==> src/rtl/trng_ehr_param.sv <==
// trng_ehr_param: entropy holding register (EHR) for a TRNG.
// Packs CHUNK_W-bit entropy chunks into an EHR_WIDTH-bit register, lowest
// chunk first, and reports full when every chunk slot has been written. The
// CPU can read and write the register one 32-bit word at a time. A read of
// the top word while full empties the register so collection starts again.
//
// Ports
//   rng_clk, rst_n       clock, asynchronous active-low reset
//   crngt_dout/valid     CRNGT-checked chunk and its strobe
//   collector_valid      raw collector chunk strobe (data on crngt_dout)
//   trng_crngt_bypass    take collector chunks directly
//   trng_valid           TRNG already valid; blocks the bypass path
//   curr_test_err        health-test failure, synchronous clear
//   rst_trng_logic       software logic reset, synchronous clear
//   cpu_ehr_wr/rd        CPU word write / read strobes
//   cpu_word_sel         CPU word index
//   cpu_rng_pwdata       CPU write data
//   ehr_data             register contents (registered)
//   ehr_rd_data          selected word (combinational)
//   ehr_valid            register full (registered)
//   ehr_fill             chunks accepted since last clear (registered)
//   ehr_rd_collector     collector chunk consumed this cycle (combinational)
//   ehr_overflow         sticky: chunk offered while full (registered)
module trng_ehr_param #(
  parameter int unsigned EHR_WIDTH = 192,
  parameter int unsigned CHUNK_W   = 16,
  localparam int unsigned NUM_CHUNKS = EHR_WIDTH / CHUNK_W,
  localparam int unsigned NUM_WORDS  = EHR_WIDTH / 32,
  localparam int unsigned CW         = $clog2(NUM_CHUNKS + 1),
  localparam int unsigned WW         = (NUM_WORDS > 1) ? $clog2(NUM_WORDS) : 1
) (
  input  logic                 rng_clk,
  input  logic                 rst_n,
  input  logic [CHUNK_W-1:0]   crngt_dout,
  input  logic                 crngt_valid,
  input  logic                 collector_valid,
  input  logic                 trng_crngt_bypass,
  input  logic                 trng_valid,
  input  logic                 curr_test_err,
  input  logic                 rst_trng_logic,
  input  logic                 cpu_ehr_wr,
  input  logic                 cpu_ehr_rd,
  input  logic [WW-1:0]        cpu_word_sel,
  input  logic [31:0]          cpu_rng_pwdata,
  output logic [EHR_WIDTH-1:0] ehr_data,
  output logic [31:0]          ehr_rd_data,
  output logic                 ehr_valid,
  output logic [CW-1:0]        ehr_fill,
  output logic                 ehr_rd_collector,
  output logic                 ehr_overflow
);

  localparam logic [CW-1:0] FULL_FILL = CW'(NUM_CHUNKS);
  localparam logic [WW-1:0] LAST_WORD = WW'(NUM_WORDS - 1);

  logic                 bypass_ok_c;
  logic                 offer_c;
  logic                 clr_c;
  logic                 accept_c;
  logic                 rd_clear_c;
  logic                 wr_ok_c;

  logic [EHR_WIDTH-1:0] data_q, data_d;
  logic [CW-1:0]        fill_q, fill_d;
  logic                 valid_q, valid_d;
  logic                 ovf_q, ovf_d;

  // Event decode for this cycle
  always_comb begin
    bypass_ok_c = collector_valid & trng_crngt_bypass & ~trng_valid;
    offer_c     = crngt_valid | bypass_ok_c;
    clr_c       = curr_test_err | rst_trng_logic;
    // A CPU write owns the register this cycle, so any offered chunk is dropped
    accept_c    = offer_c & ~valid_q & ~clr_c & ~cpu_ehr_wr;
    rd_clear_c  = cpu_ehr_rd & valid_q & (cpu_word_sel == LAST_WORD);
    // Out-of-range selects match no word and are therefore ignored
    wr_ok_c     = cpu_ehr_wr & ~clr_c;
  end

  // The collector is only consumed when its chunk is the one taken
  assign ehr_rd_collector = accept_c & ~crngt_valid & bypass_ok_c;

  // Word read mux; unmatched selects return zero
  always_comb begin
    ehr_rd_data = 32'h0;
    for (int unsigned k = 0; k < NUM_WORDS; k++) begin
      if (cpu_word_sel == WW'(k)) begin
        ehr_rd_data = data_q[k*32 +: 32];
      end
    end
  end

  // Next-state for contents, fill level, full flag and overflow
  always_comb begin
    data_d  = data_q;
    fill_d  = fill_q;
    ovf_d   = ovf_q;
    valid_d = valid_q;

    if (clr_c) begin
      data_d = '0;
      fill_d = '0;
      ovf_d  = 1'b0;
    end else begin
      if (offer_c & valid_q) begin
        ovf_d = 1'b1;
      end

      // Read-to-clear of the top word restarts collection
      if (rd_clear_c) begin
        data_d = '0;
        fill_d = '0;
      end

      if (wr_ok_c) begin
        for (int unsigned k = 0; k < NUM_WORDS; k++) begin
          if (cpu_word_sel == WW'(k)) begin
            data_d[k*32 +: 32] = cpu_rng_pwdata;
          end
        end
      end

      // accept_c implies not full, so fill_q < NUM_CHUNKS here
      if (accept_c) begin
        for (int unsigned i = 0; i < NUM_CHUNKS; i++) begin
          if (fill_q == CW'(i)) begin
            data_d[i*CHUNK_W +: CHUNK_W] = crngt_dout;
          end
        end
        fill_d = fill_q + CW'(1);
      end
    end

    valid_d = (fill_d == FULL_FILL);
  end

  // State registers
  always_ff @(posedge rng_clk or negedge rst_n) begin
    if (!rst_n) begin
      data_q  <= '0;
      fill_q  <= '0;
      valid_q <= 1'b0;
      ovf_q   <= 1'b0;
    end else begin
      data_q  <= data_d;
      fill_q  <= fill_d;
      valid_q <= valid_d;
      ovf_q   <= ovf_d;
    end
  end

  assign ehr_data     = data_q;
  assign ehr_fill     = fill_q;
  assign ehr_valid    = valid_q;
  assign ehr_overflow = ovf_q;

endmodule

==> config.mk <==
export PLATFORM = sky130hd
export DESIGN_NAME = trng_ehr_param
export DESIGN_NICKNAME = d
export VERILOG_FILES = /design/src/rtl/trng_ehr_param.sv
export SDC_FILE = /design/constraint.sdc
export NUM_CORES = 1
export LEC_CHECK = 0
export ABC_AREA = 1
export ABC_CLOCK_PERIOD_IN_PS = 2000
export CORE_ASPECT_RATIO = 0.5
export CORE_MARGIN = 2
export CORE_UTILIZATION = 35
export DETAILED_ROUTE_END_ITERATION = 16
export PLACE_DENSITY_LB_ADDON = 0.15
export SYNTH_ARGS = -nofsm -noshare
export SYNTH_HDL_FRONTEND = slang
export SYNTH_SLANG_ARGS = --single-unit
export TNS_END_PERCENT = 50
==> constraint.sdc <==
create_clock -name rng_clk -period 2 [get_ports rng_clk]
set_input_delay 0.4 -clock rng_clk [delete_from_list [all_inputs] [get_ports rng_clk]]
set_output_delay 0.4 -clock rng_clk [all_outputs]
set_load 0.02 [all_outputs]
==> run metrics <==
max cap viols=0; Die Area=0.0371 mm²; Detail Route Antenna Nets=0; clock sink count=198; CP arrival=1.62 ns; 1st-pass router iterations=7; Post-synth EDFFs=0; Final nets=2300; fmax=496 MHz; cell internal pwr=6.30 mW; Post-Syn Area per Cell=6.58 µm²; Startpoint Class=primary input; fin worst setup slack=-0.0176 ns; Hold Path Class=primary input to async pin; share of cells above drive strength 1=13.7%; initial antenna violation count=0; ys flop type=dfrtp_1; area of the multi-input gates=0.00647 mm²; largest net degree at the start of global routing=193; post-synthesis sequential element count=198; async set-or-reset flop fraction in the synthesized netlist=100%; crit-path max FO=7; most instantiated library cell after synthesis=nand2_1; setup violators final=2; initial DRC count=1393; GRT Max-Usage Layer=met2; grt total ovfl=0; TritonCTS clock tree=yes; Clk Latency, worst-skew pair=0.46 ns; # diodes=0; Distinct cells, synth=26; Root Driver=clkbuf_16; max-slew violations=0; die height=137 µm; Clock transition at path regs=0.08 ns; area of the core=0.0347 mm²; synth top area cells=dfrtp_1, nand2_1, nor2_1; post-DP HPWL=39600 µm; CP endpoint kind=output port; Die W=270 µm; post-synth top area cell=dfrtp_1; Leak Pwr=8.32 nW; Setup Skew=0.0103 ns; Final Util=52.1%; drt drc=0; placed cell area=0.0171 mm²; synthesis-to-layout area growth=45.5%; synthesized net count=1954; Via density=5.32; final period utilization=101%; GP Congestion=0.917; fillers=3544; unrepaired setup endpoints after global routing=yes; worst vdd ir=457 µV; reg2reg path depth=12; P per Cell Area=487 mW/mm²; switching pwr=2.50 mW; met2 usage=50.2%; CP required=1.60 ns; failing checks=negative setup slack; Gate power share=13.1%; Synth top area share=39.9%; Ports=292; Seq pwr share=45.9%; grt met3 use=5.61%; post-synthesis cell count=1889; routed vias=14500; vias in the first global route=13800; Initial Util=35.8%; gr usage total=30.3%; H-tree levels=4; Post-Route WL=56900 µm; status=finished, violations left; first-pass GRT wire length=85000 µm; Post-synth top cells=nand2_1, nor2_1, o21ai_0; Yosys Warn Count=0; Num CTS Buffers=17; GRT met1 Usage=40.3%; row cnt=48; clock share of power=41.0%; Slew @ Worst Pin=0.889 ns; Fin. Hold Viols=0; min cycle time layout=2.02 ns; Netlist Area Pre-Place=0.0124 mm²; clock buffer depth=2; post-synthesis sequential area ratio=39.9%; final instance area=0.0181 mm²; drt wl/cell=20.9 µm; IO Port Bufs=291; Post-Place Setup Slack=-0.984 ns; Worst slew margin=40.7%; switching portion of total power=28.4%; register area=0.00496 mm²; WS Path Type=primary input to output port
-- layout by cell type, fill, tap and decap left out, drive strengths merged --
cell / count
nand3: 161
a21oi: 34
buf: 213
xnor2: 1
nor3: 3
dfrtp: 198
ha: 4
o21ai: 318
dlymetal6s2s: 11
dlygate4sd2: 9
inv: 143
nor2: 385
clkinv: 11
clkinvlp: 1
nand2: 419
clkbuf: 20
clkdlybuf4s50: 233
nand4: 33
dlygate4sd3: 1
bufinv: 2
o211ai: 32
nand3b: 16
-- per-stage QoR --
step | setup TNS, ns | hold WS, ns | cells | total power, mW
finish | -0.0199 | 0.470 | 2723 | 8.80
global route | -0.426 | 0.525 | 2723 | 9.08
detailed placement | -105.60 | 0.438 | 2675 | 5.19
global placement | -101.63 | 0.428 | 2675 | 5.19
CTS | 0 | 0.500 | 2717 | 8.79
floorplan | 0 | 0.104 | 1889 | 4.52
-- cell type report --
class	count	area share, %
inverters	143	3.03
repair buffers	469	27.2
clock buffers	18	2.37
flip-flops and latches	198	27.4
clock inverters	14	0.845
multi-input cells	1406	35.8
well taps	475	3.29
-- kinds of logic (layout without fill, tap and decap cells) --
kind of cell | count (synthesis) | count (layout) | share of synthesized area, %
flip-flops | 198 | 198 | 39.9
adder cells (fa/ha/maj) | 4 | 4 | 0.403
AND/OR/NAND/NOR | 1017 | 1017 | 34.2
AO/OA/AOI/OAI | 384 | 384 | 16.1
XOR/XNOR | 1 | 1 | 0.0705
buffers and inverters | 285 | 644 | 9.35
-- timing repair --
item | CTS | global route
endpoints found under the setup margin | 75 | 77
gates cloned | 3 | 1
resized for setup | 207 | 87
endpoints found under the hold margin | 49 | 0
pin swaps | 8 | 21
hold buffers | 1 | 0
buffers inserted | 6 | 5
-- per-layer routing --
metal | wire length (µm) | share of wire, % | vias up
li1 | - | - | 6813
met4 | 1600 | 2.8 | 0
met5 | 0 | 0 | -
met1 | 24000 | 42 | 6920
met3 | 4470 | 7.9 | 101
met2 | 26800 | 47 | 659
-- flip-flops by register name (all words and copies together) (netlist names) --
| register | count |
|---|---|
| ehr_valid | 1 |
| ehr_fill | 4 |
| ehr_data | 192 |
| ehr_overflow | 1 |
-- path summary, 6_finish.rpt --
kind | end | startpoint | slack, ns
hold reg to reg | ehr_overflow | ehr_overflow | 0.52
setup / recovery | ehr_rd_data[4] | cpu_word_sel[1] | -0.02
min in group rng_clk | ehr_overflow | ehr_overflow | 0.52
setup reg to reg | ehr_data[124] | ehr_valid | 0.16
hold / removal | ehr_data[24] | rst_n | 0.47
max in group asynchronous | ehr_data[99] | rst_n | 0.85
-- power groups by stage --
stage / Combinational [mW] / Sequential (mW) / Clock, mW
finish: 1.15 / 4.04 / 3.61
global route: 1.24 / 4.04 / 3.81
CTS: 1.11 / 4.04 / 3.64
detailed placement: 1.07 / 4.12 / 0
global placement: 1.07 / 4.12 / 0
floorplan: 0.387 / 4.14 / 0
-- critical path: stages --
cell,delay (ns)
buf_8,0.10
buf_6,0.12
buf_6,0.11
nor3_4,0.16
buf_6,0.21
buf_12,0.18
nand2_4,0.05
nand4_1,0.12
buf_4,0.16
(Power assumes the default switching activity.)
